File: src/rtl/pong_match_controller.sv
// Pong match sequencer: serve -> play -> point -> game-over flow, score keeping,
// ball gating, serve direction and the game-over blink phase for the display.
// Ports: clk/rst_n; start, player_point, cpu_point pulses in; player_score,
// cpu_score, ball_en, serve_dir, game_over, winner, blink out (all registered).
module pong_match_controller #(
  parameter int WIN_SCORE    = 5,
  parameter int SERVE_CYCLES = 50000000,
  parameter int POINT_CYCLES = 25000000,
  parameter int BLINK_CYCLES = 12500000,
  parameter int TW           = 26
) (
  input  logic       clk,
  input  logic       rst_n,
  input  logic       start,
  input  logic       player_point,
  input  logic       cpu_point,
  output logic [2:0] player_score,
  output logic [2:0] cpu_score,
  output logic       ball_en,
  output logic       serve_dir,
  output logic       game_over,
  output logic       winner,
  output logic       blink
);

  typedef enum logic [2:0] {
    S_IDLE  = 3'd0,
    S_SERVE = 3'd1,
    S_PLAY  = 3'd2,
    S_POINT = 3'd3,
    S_OVER  = 3'd4
  } state_t;

  localparam logic [TW-1:0] SERVE_LOAD = TW'(SERVE_CYCLES - 1);
  localparam logic [TW-1:0] POINT_LOAD = TW'(POINT_CYCLES - 1);
  localparam logic [TW-1:0] BLINK_LOAD = TW'(BLINK_CYCLES - 1);
  localparam logic [2:0]    WIN        = 3'(WIN_SCORE);

  state_t        state;
  state_t        state_nxt;
  logic [TW-1:0] timer;
  logic [TW-1:0] timer_nxt;
  logic [2:0]    player_score_nxt;
  logic [2:0]    cpu_score_nxt;
  logic          ball_en_nxt;
  logic          serve_dir_nxt;
  logic          game_over_nxt;
  logic          winner_nxt;
  logic          blink_nxt;

  logic          scored;
  logic          win_hit;
  logic          timer_zero;
  logic [2:0]    player_inc;
  logic [2:0]    cpu_inc;

  // The player's pulse wins a same-cycle tie, so the win test follows the
  // player's score whenever player_point is set.
  assign scored     = player_point | cpu_point;
  assign player_inc = player_score + 3'd1;
  assign cpu_inc    = cpu_score + 3'd1;
  assign win_hit    = player_point ? (player_inc == WIN) : (cpu_inc == WIN);
  assign timer_zero = (timer == '0);

  // State and output registers
  always_ff @(posedge clk or negedge rst_n) begin
    if (!rst_n) begin
      state        <= S_IDLE;
      timer        <= '0;
      player_score <= 3'd0;
      cpu_score    <= 3'd0;
      ball_en      <= 1'b0;
      serve_dir    <= 1'b0;
      game_over    <= 1'b0;
      winner       <= 1'b0;
      blink        <= 1'b0;
    end else begin
      state        <= state_nxt;
      timer        <= timer_nxt;
      player_score <= player_score_nxt;
      cpu_score    <= cpu_score_nxt;
      ball_en      <= ball_en_nxt;
      serve_dir    <= serve_dir_nxt;
      game_over    <= game_over_nxt;
      winner       <= winner_nxt;
      blink        <= blink_nxt;
    end
  end

  // Next-state logic
  always_comb begin
    state_nxt = state;
    case (state)
      S_IDLE:  if (start)      state_nxt = S_SERVE;
      S_SERVE: if (timer_zero) state_nxt = S_PLAY;
      S_PLAY:  if (scored)     state_nxt = win_hit ? S_OVER : S_POINT;
      S_POINT: if (timer_zero) state_nxt = S_SERVE;
      S_OVER:  if (start)      state_nxt = S_SERVE;
      default:                 state_nxt = S_IDLE;
    endcase
  end

  // Next values of the registered outputs and the shared timer
  always_comb begin
    timer_nxt        = timer;
    player_score_nxt = player_score;
    cpu_score_nxt    = cpu_score;
    ball_en_nxt      = ball_en;
    serve_dir_nxt    = serve_dir;
    game_over_nxt    = game_over;
    winner_nxt       = winner;
    blink_nxt        = blink;
    case (state)
      S_IDLE: begin
        if (start) begin
          player_score_nxt = 3'd0;
          cpu_score_nxt    = 3'd0;
          timer_nxt        = SERVE_LOAD;
        end
      end
      S_SERVE: begin
        ball_en_nxt = 1'b0;
        if (!timer_zero) timer_nxt = timer - 1'b1;
      end
      S_PLAY: begin
        if (player_point) begin
          player_score_nxt = player_inc;
          serve_dir_nxt    = 1'b1;
        end else if (cpu_point) begin
          cpu_score_nxt = cpu_inc;
          serve_dir_nxt = 1'b0;
        end
        if (scored) begin
          ball_en_nxt = 1'b0;
          if (win_hit) begin
            game_over_nxt = 1'b1;
            winner_nxt    = ~player_point;
            blink_nxt     = 1'b1;
            timer_nxt     = BLINK_LOAD;
          end else begin
            timer_nxt = POINT_LOAD;
          end
        end else begin
          // First PLAY cycle lifts ball_en one edge after leaving SERVE.
          ball_en_nxt = 1'b1;
        end
      end
      S_POINT: begin
        ball_en_nxt = 1'b0;
        if (timer_zero) timer_nxt = SERVE_LOAD;
        else            timer_nxt = timer - 1'b1;
      end
      S_OVER: begin
        ball_en_nxt = 1'b0;
        if (start) begin
          player_score_nxt = 3'd0;
          cpu_score_nxt    = 3'd0;
          game_over_nxt    = 1'b0;
          winner_nxt       = 1'b0;
          blink_nxt        = 1'b0;
          timer_nxt        = SERVE_LOAD;
        end else if (timer_zero) begin
          blink_nxt = ~blink;
          timer_nxt = BLINK_LOAD;
        end else begin
          timer_nxt = timer - 1'b1;
        end
      end
      default: begin
        // Corrupted encoding: park safely and fall back to IDLE.
        ball_en_nxt   = 1'b0;
        game_over_nxt = 1'b0;
        blink_nxt     = 1'b0;
        timer_nxt     = '0;
      end
    endcase
  end

endmodule
File: config.mk
export PLATFORM = sky130hd
export DESIGN_NAME = pong_match_controller
export DESIGN_NICKNAME = d
export VERILOG_FILES = /design/src/rtl/pong_match_controller.sv
export SDC_FILE = /design/constraint.sdc
export NUM_CORES = 1
export LEC_CHECK = 0
export ABC_AREA = 0
export ABC_CLOCK_PERIOD_IN_PS = 4300
export CORE_MARGIN = 8
export CORE_UTILIZATION = 45
export CTS_BUF_LIST = sky130_fd_sc_hd__clkbuf_16
export DETAILED_ROUTE_END_ITERATION = 12
export HOLD_SLACK_MARGIN = 0.05
export PLACE_DENSITY = 0.6
export RECOVER_POWER = 100
export SLEW_MARGIN = 10
export SYNTH_ARGS = -nofsm -noshare
export SYNTH_HDL_FRONTEND = slang
export SYNTH_SLANG_ARGS = --single-unit
File: constraint.sdc
create_clock -name clk -period 4.3 [get_ports clk]
set_clock_uncertainty 0.15 [all_clocks]
set_input_delay 0.43 -clock clk [delete_from_list [all_inputs] [get_ports clk]]
set_output_delay 0.43 -clock clk [all_outputs]
set_load 0.01 [all_outputs]
==> summary.md, run 1 <==
| Metric | Value |
|---|---|
| Vias | 2442 |
| Post-CTS sizing | 0 |
| Async SR Flop Fraction | 1.000 |
| DP Area | 0.002796 mm² |
| Peak Freq | 283.8 MHz |
| Routed wire length | 7267 µm |
| Critical path class | flop to flop |
| Post-synth net total | 320 |
| Min Tclk post-route | 3523 ps |
| Crit path max-delay family | compound AO/OA/AOI/OAI gates |
| Largest net degree at the start of global routing | 41 |
| Final setup fails | 0 |
| Core ar. | 0.005540 mm² |
| Starting density of the core | 0.4673 |
| CP startpoint kind | flop |
| Post-CTS Setup Bufs | 0 |
| Crit path cell chain | inv_1, ha_1, nor4b_4, nand4_1, o21ai_0, buf_4, nor4_1, xnor2_1, nor2_1 |
| Slew Limit Fails | 41 |
| DR vias/cell | 6.151 |
| Die height | 91.85 µm |
| TritonCTS clock tree | done |
| Top cell type by total area after synthesis | dfrtp_1 |
| I/O Buffers | 15 |
| Pleak | 1.163 nW |
| Slew margin rel. | -0.4412 |
| CTS Buf Count | 5 |
| GP Congestion | 0.9430 |
| Gr usage total | 0.1818 |
| Vias in the first global route | 2430 |
| Post-synth EDFFs | 0 |
| CP Data Required Time | 4330 ps |
| Pre-CTS worst setup slack | 1133 ps |
| Total die area | 0.008436 mm² |
| Library cells used by synthesis | 56 |
| HPWL Detailed | 5224 µm |
| Ranking of synthesized cells by area | dfrtp_1, nand2_1, nor2_1 |
| Clk_lat worst skew | 290 ps |
| Synthesis-to-layout area growth | 14.21% |
| Status | finished, violations left |
| Max Cap Viol | 1 |
| Count of boundary I/O pins | 16 |
| Clock edge transition at the registers on the reported setup and hold paths | 60 ps |
| CTS sink count | 40 |
| Final #Nets | 332 |
| CP Data Arrival Time | 3550 ps |
| VDD IR max | 0.3283 mV |
| GRT overflow | 0 |
| Period utilization | 0.8194 |
| Final antenna-violating net count | 0 |
| WP buf/inv | 2 |
| Setup tns final | 0 ps |
| H-tree lvl count | 2 |
| Initial antenna violation count | 0 |
| CTS max path bufs | 2 |
| Root buffer cell | clkbuf_16 |
| Die Wd | 91.85 µm |
| Final Hold Vio Count | 0 |
| Syn Std Cell Area | 0.002589 mm² |
| Setup WS post-layout | 776.5 ps |
| Critical Path End Type | flop |
| # hold bufs at CTS | 0 |
| # DRC | 0 |
| Syn Area/Cell | 8.297 µm² |
| 1st-iter DRT viols | 200 |
| Flops & latches, synth | 40 |
| CP max stage cell | o21ai_0 |
| Post-layout power | 1.481 mW |
| Finished Cell Area | 0.002957 mm² |
| Layout cell share with drive strength beyond 1 | 0.06154 |
| RSZ-0062 raised after global routing | no |
| Violated checks | capacitance limit, slew limit |
| Final Instance Count excl. Fillers | 397 |
| Cell Pwr Density | 500.7 mW/mm² |
| Top_reg_cell synth | dfrtp_1 |
| Placed instance count | 389 |
| Number of diodes | 0 |
| Site Rows | 27 |
| Crit-path max cell delay | 1070 ps |
| Worst hold path type | flop to flop |
| Initial DRT Pass Iterations | 4 |
| Max FO, Critical Path | 12 |
| Synth top area share | 0.3867 |
| Post-synthesis sequential area ratio | 0.3867 |
| Cells after Synth | 312 |
| Worst-Margin Slew | 2162 ps |
| Global-route wire length before repair | 12460 µm |
| Yosys warnings | 0 |
| Avg WL per Cell | 18.30 µm |
[cells in the final DEF (no fill, tap or decap), drive strengths merged, types with 5 or more instances in the layout]
cell type	count
dfrtp	40
nor4	8
o211ai	8
nor3	9
nand3	18
o21ai	26
dlygate4sd3	12
a21oi	20
clkbuf	7
nand2	44
nor2b	6
o31ai	5
xnor2	6
nor2	31
or4	5
[routing by layer]
| metal | track usage | vias to the layer above | share of wire |
|---|---|---|---|
| met1 | 0.2381 | 1183 | 0.47 |
| met5 | 0 | - | 0 |
| met2 | 0.2914 | 62 | 0.46 |
| met4 | 0.05772 | 0 | 0.017 |
| met3 | 0.03830 | 11 | 0.055 |
| li1 | - | 1186 | - |
[tightest hold or removal path, stage by stage (launching register included)]
cell	delay, ps
dfrtp_1	340
nand2_1	50
nand2_1	50
[Yosys cell counts, types with 2 or more instances]
master / n
nor2_1: 30
o21ai_1: 4
nand4b_1: 3
nand4_1: 4
nand3_1: 18
buf_2: 4
nand2b_1: 3
dfrtp_1: 40
a211o_1: 2
o32ai_1: 2
o311ai_1: 3
o31ai_1: 5
or2_2: 2
o31a_1: 2
inv_1: 4
a21oi_1: 20
o21ai_0: 22
a21o_1: 2
nor3b_1: 2
xnor2_1: 6
nor2b_1: 6
mux2i_1: 3
or3_1: 4
or4_1: 4
clkbuf_1: 9
o21bai_1: 2
nand2_1: 44
ha_1: 3
nor4b_1: 3
o211ai_1: 8
o21a_1: 4
a31oi_1: 4
nor3_1: 9
nor4_2: 3
a221o_1: 2
nor4_1: 5
o221ai_1: 2
[registers in the layout, indices dropped and copies added, names as in the netlist]
signal,count
ball_en,1
blink,1
cpu_score,3
game_over,1
player_score,3
serve_dir,1
state,3
timer,26
winner,1
[cell type report]
class,count,area [µm²]
fill,531,2584
multi-input combinational,254,1513
sequential,40,1001
timing repair buffer,19,170.2
clock buffer,5,125.1
tap,72,90.09
clock inverter,3,42.54
inverter,4,15.01
[kinds of logic after synthesis]
| kind of cell | Yosys count | share of synthesized area |
|---|---|---|
| flops | 40 | 0.3867 |
| buf+inv | 18 | 0.02803 |
| fa+ha+maj | 3 | 0.01450 |
| simple gates | 148 | 0.3002 |
| mux | 3 | 0.01160 |
| xor+xnor | 7 | 0.02368 |
| compound gates | 93 | 0.2354 |
[worst paths after layout]
| path | slack, ps | end | depth (start not counted) | from |
|---|---|---|---|---|
| max in group asynchronous | 2140 | timer[21] | 1 | rst_n |
| setup / recovery | 780 | timer[9] | 9 | timer[0] |
| min in group asynchronous | 620 | cpu_score[2] | 1 | rst_n |
| setup reg to reg | 780 | timer[9] | 9 | timer[0] |
| hold / removal | 320 | serve_dir | 2 | serve_dir |
| hold reg to reg | 320 | serve_dir | 2 | serve_dir |
[metrics by stage]
step | utilization | hold slack [ps]
2_1_floorplan | - | -15.59
3_3_place_gp | 0.5047 | 309.4
3_5_place_dp | 0.5047 | 318.3
4_1_cts | 0.5350 | 167.9
5_1_grt | 0.5337 | 367.0
6_report | 0.5337 | 319.4
[power breakdown]
part	internal [mW]	total, mW	switching (mW)
sequential	0.497	0.661	0.164
clock	0.273	0.430	0.157
combinational	0.178	0.390	0.212
No activity file was read; power rests on OpenSTA's default activity.
==> inputs of run 2 (changes only) <==
ABC_CLOCK_PERIOD_IN_PS = 3500   (was 4300)
clock period = 3.5 ns   (was 4.3 ns; I/O delays follow)
==> run 2 against run 1 <==
The flow still finishes with violations (capacitance limit, slew limit). Sequential cell count is the same. Critical path depth grew 1. Via count grew 4.5%. Critical endpoint is now timer[6].
==> summary.md, run 2 (synthesis gave the netlist of run 1 again) <==
| Metric | Value |
|---|---|
| DR vias/cell | 6.335 |
| Most common cell after layout, fill and taps aside | nand2_1 |
| Site Rows | 27 |
| Finished Cell Area | 0.002965 mm² |
| Final #Nets | 338 |
| # DRC | 0 |
| Max Cap Viol | 1 |
| Vias in the first global route | 2439 |
| Final antenna-violating net count | 0 |
| Number of diodes | 0 |
| Final Hold Vio Count | 0 |
| CP max stage cell | nor2_1 |
| Routed wire length | 7552 µm |
| Max FFs per register | 26 |
| CTS max path bufs | 2 |
| Cell Pwr Density | 591.1 mW/mm² |
| GRT overflow | 0 |
| Die height | 91.85 µm |
| Worst R2R Path Depth | 10 |
| TritonCTS clock tree | done |
| Initial antenna violation count | 0 |
| Starting density of the core | 0.4673 |
| Pre-CTS worst setup slack | 566.3 ps |
| Setup WS post-layout | 395.8 ps |
| Pleak | 1.179 nW |
| Slew margin rel. | -0.4418 |
| H-tree lvl count | 2 |
| Clock edge transition at the registers on the reported setup and hold paths | 60 ps |
| Most frequent cells in the layout | nand2_1, dfrtp_1, nor2_1, o21ai_0, a21oi_1 |
| Clk_lat worst skew | 280 ps |
| CTS Buf Count | 5 |
| Critical path depth | 10 |
| CTS sink count | 40 |
| Final setup fails | 0 |
| Total die area | 0.008436 mm² |
| Global-route wire length before repair | 12250 µm |
| Critical path class | flop to flop |
| Root buffer cell | clkbuf_16 |
| Peak Freq | 322.1 MHz |
| Crit path cell chain | inv_1, ha_1, nor4b_4, buf_4, nand4_1, nor2_1, a21oi_1, clkbuf_1, a21oi_1, o32ai_1 |
| # hold bufs at CTS | 0 |
| Avg WL per Cell | 18.74 µm |
| GP Congestion | 0.9619 |
| Initial DRT Pass Iterations | 5 |
| DP Area | 0.002841 mm² |
| WP buf/inv | 3 |
| Hold Path Depth | 2 |
| Slew Limit Fails | 41 |
| Setup tns final | 0 ps |
| Die Wd | 91.85 µm |
| Top register by number of flip-flops | timer |
| I/O Buffers | 15 |
| CP startpoint kind | flop |
| Gr usage total | 0.1779 |
| Worst-Margin Slew | 2163 ps |
| Min Tclk post-route | 3104 ps |
| 1st-iter DRT viols | 275 |
| Period utilization | 0.8869 |
| Worst hold path type | flop to flop |
| Violated checks | capacitance limit, slew limit |
| Vias | 2553 |
| Crit path max-delay family | simple AND/OR/NAND/NOR gates |
| Status | finished, violations left |
| Post-CTS sizing | 0 |
| VDD IR max | 0.3189 mV |
| Most frequent cell on the critical path | a21oi_1 |
| Synthesis-to-layout area growth | 14.55% |
| CP Data Arrival Time | 3110 ps |
| R2R Setup Slk | 400 ps |
| Layout cell share with drive strength beyond 1 | 0.06949 |
| RSZ-0062 raised after global routing | no |
| Max FO, Critical Path | 11 |
| CP Data Required Time | 3510 ps |
| Critical Path End Type | flop |
| Core ar. | 0.005540 mm² |
| HPWL Detailed | 5385 µm |
| Crit-path max cell delay | 620 ps |
| Largest net degree at the start of global routing | 41 |
| Post-CTS Setup Bufs | 0 |
| Count of boundary I/O pins | 16 |
run 2: final timing paths:
path                           start            to
max                         timer[0]      timer[6]
min                        serve_dir     serve_dir
max reg2reg                 timer[0]      timer[6]
min reg2reg                serve_dir     serve_dir
max in group asynchronous      rst_n     timer[19]
min in group asynchronous      rst_n  cpu_score[2]
run 2: worst reg2reg max path, stage by stage, from the launching register on:
cell and delay, ps:
dfrtp_1 400, inv_1 80, ha_1 210, nor4b_4 200
buf_4 200, nand4_1 360, nor2_1 620, a21oi_1 180
clkbuf_1 290, a21oi_1 190, o32ai_1 100
run 2: final cells by class:
type,count,area (µm²)
clock inverters,3,13.76
inverters,4,15.01
repair buffers,25,211.5
fillers,539,2575
multi-input cells,254,1509
well taps,72,90.09
flip-flops and latches,40,1001
clock buffers,5,125.1
run 2: where the power goes:
| group | total, mW | switching, mW | internal [mW] | leakage (nW) |
|---|---|---|---|---|
| combinational | 0.473 | 0.239 | 0.234 | 0.613 |
| clock | 0.445 | 0.186 | 0.259 | 0.0710 |
| sequential | 0.835 | 0.225 | 0.610 | 0.495 |
run 2: metrics by stage:
step	instances	hold slack (ps)	util	power, mW
floorplan	312	-95.59	-	1.139
global placement	395	311.7	0.5129	1.301
detailed placement	395	318.9	0.5129	1.311
CTS	403	94.96	0.5379	1.756
global route	403	381.2	0.5352	1.855
finish	403	325.5	0.5352	1.753
run 2: metal layers:
metal	track usage	vias up	routed length (µm)
li1	-	1206	-
met1	0.2365	1223	3445
met2	0.2771	106	3415
met3	0.03260	18	511
met4	0.07383	0	179
met5	0	-	0
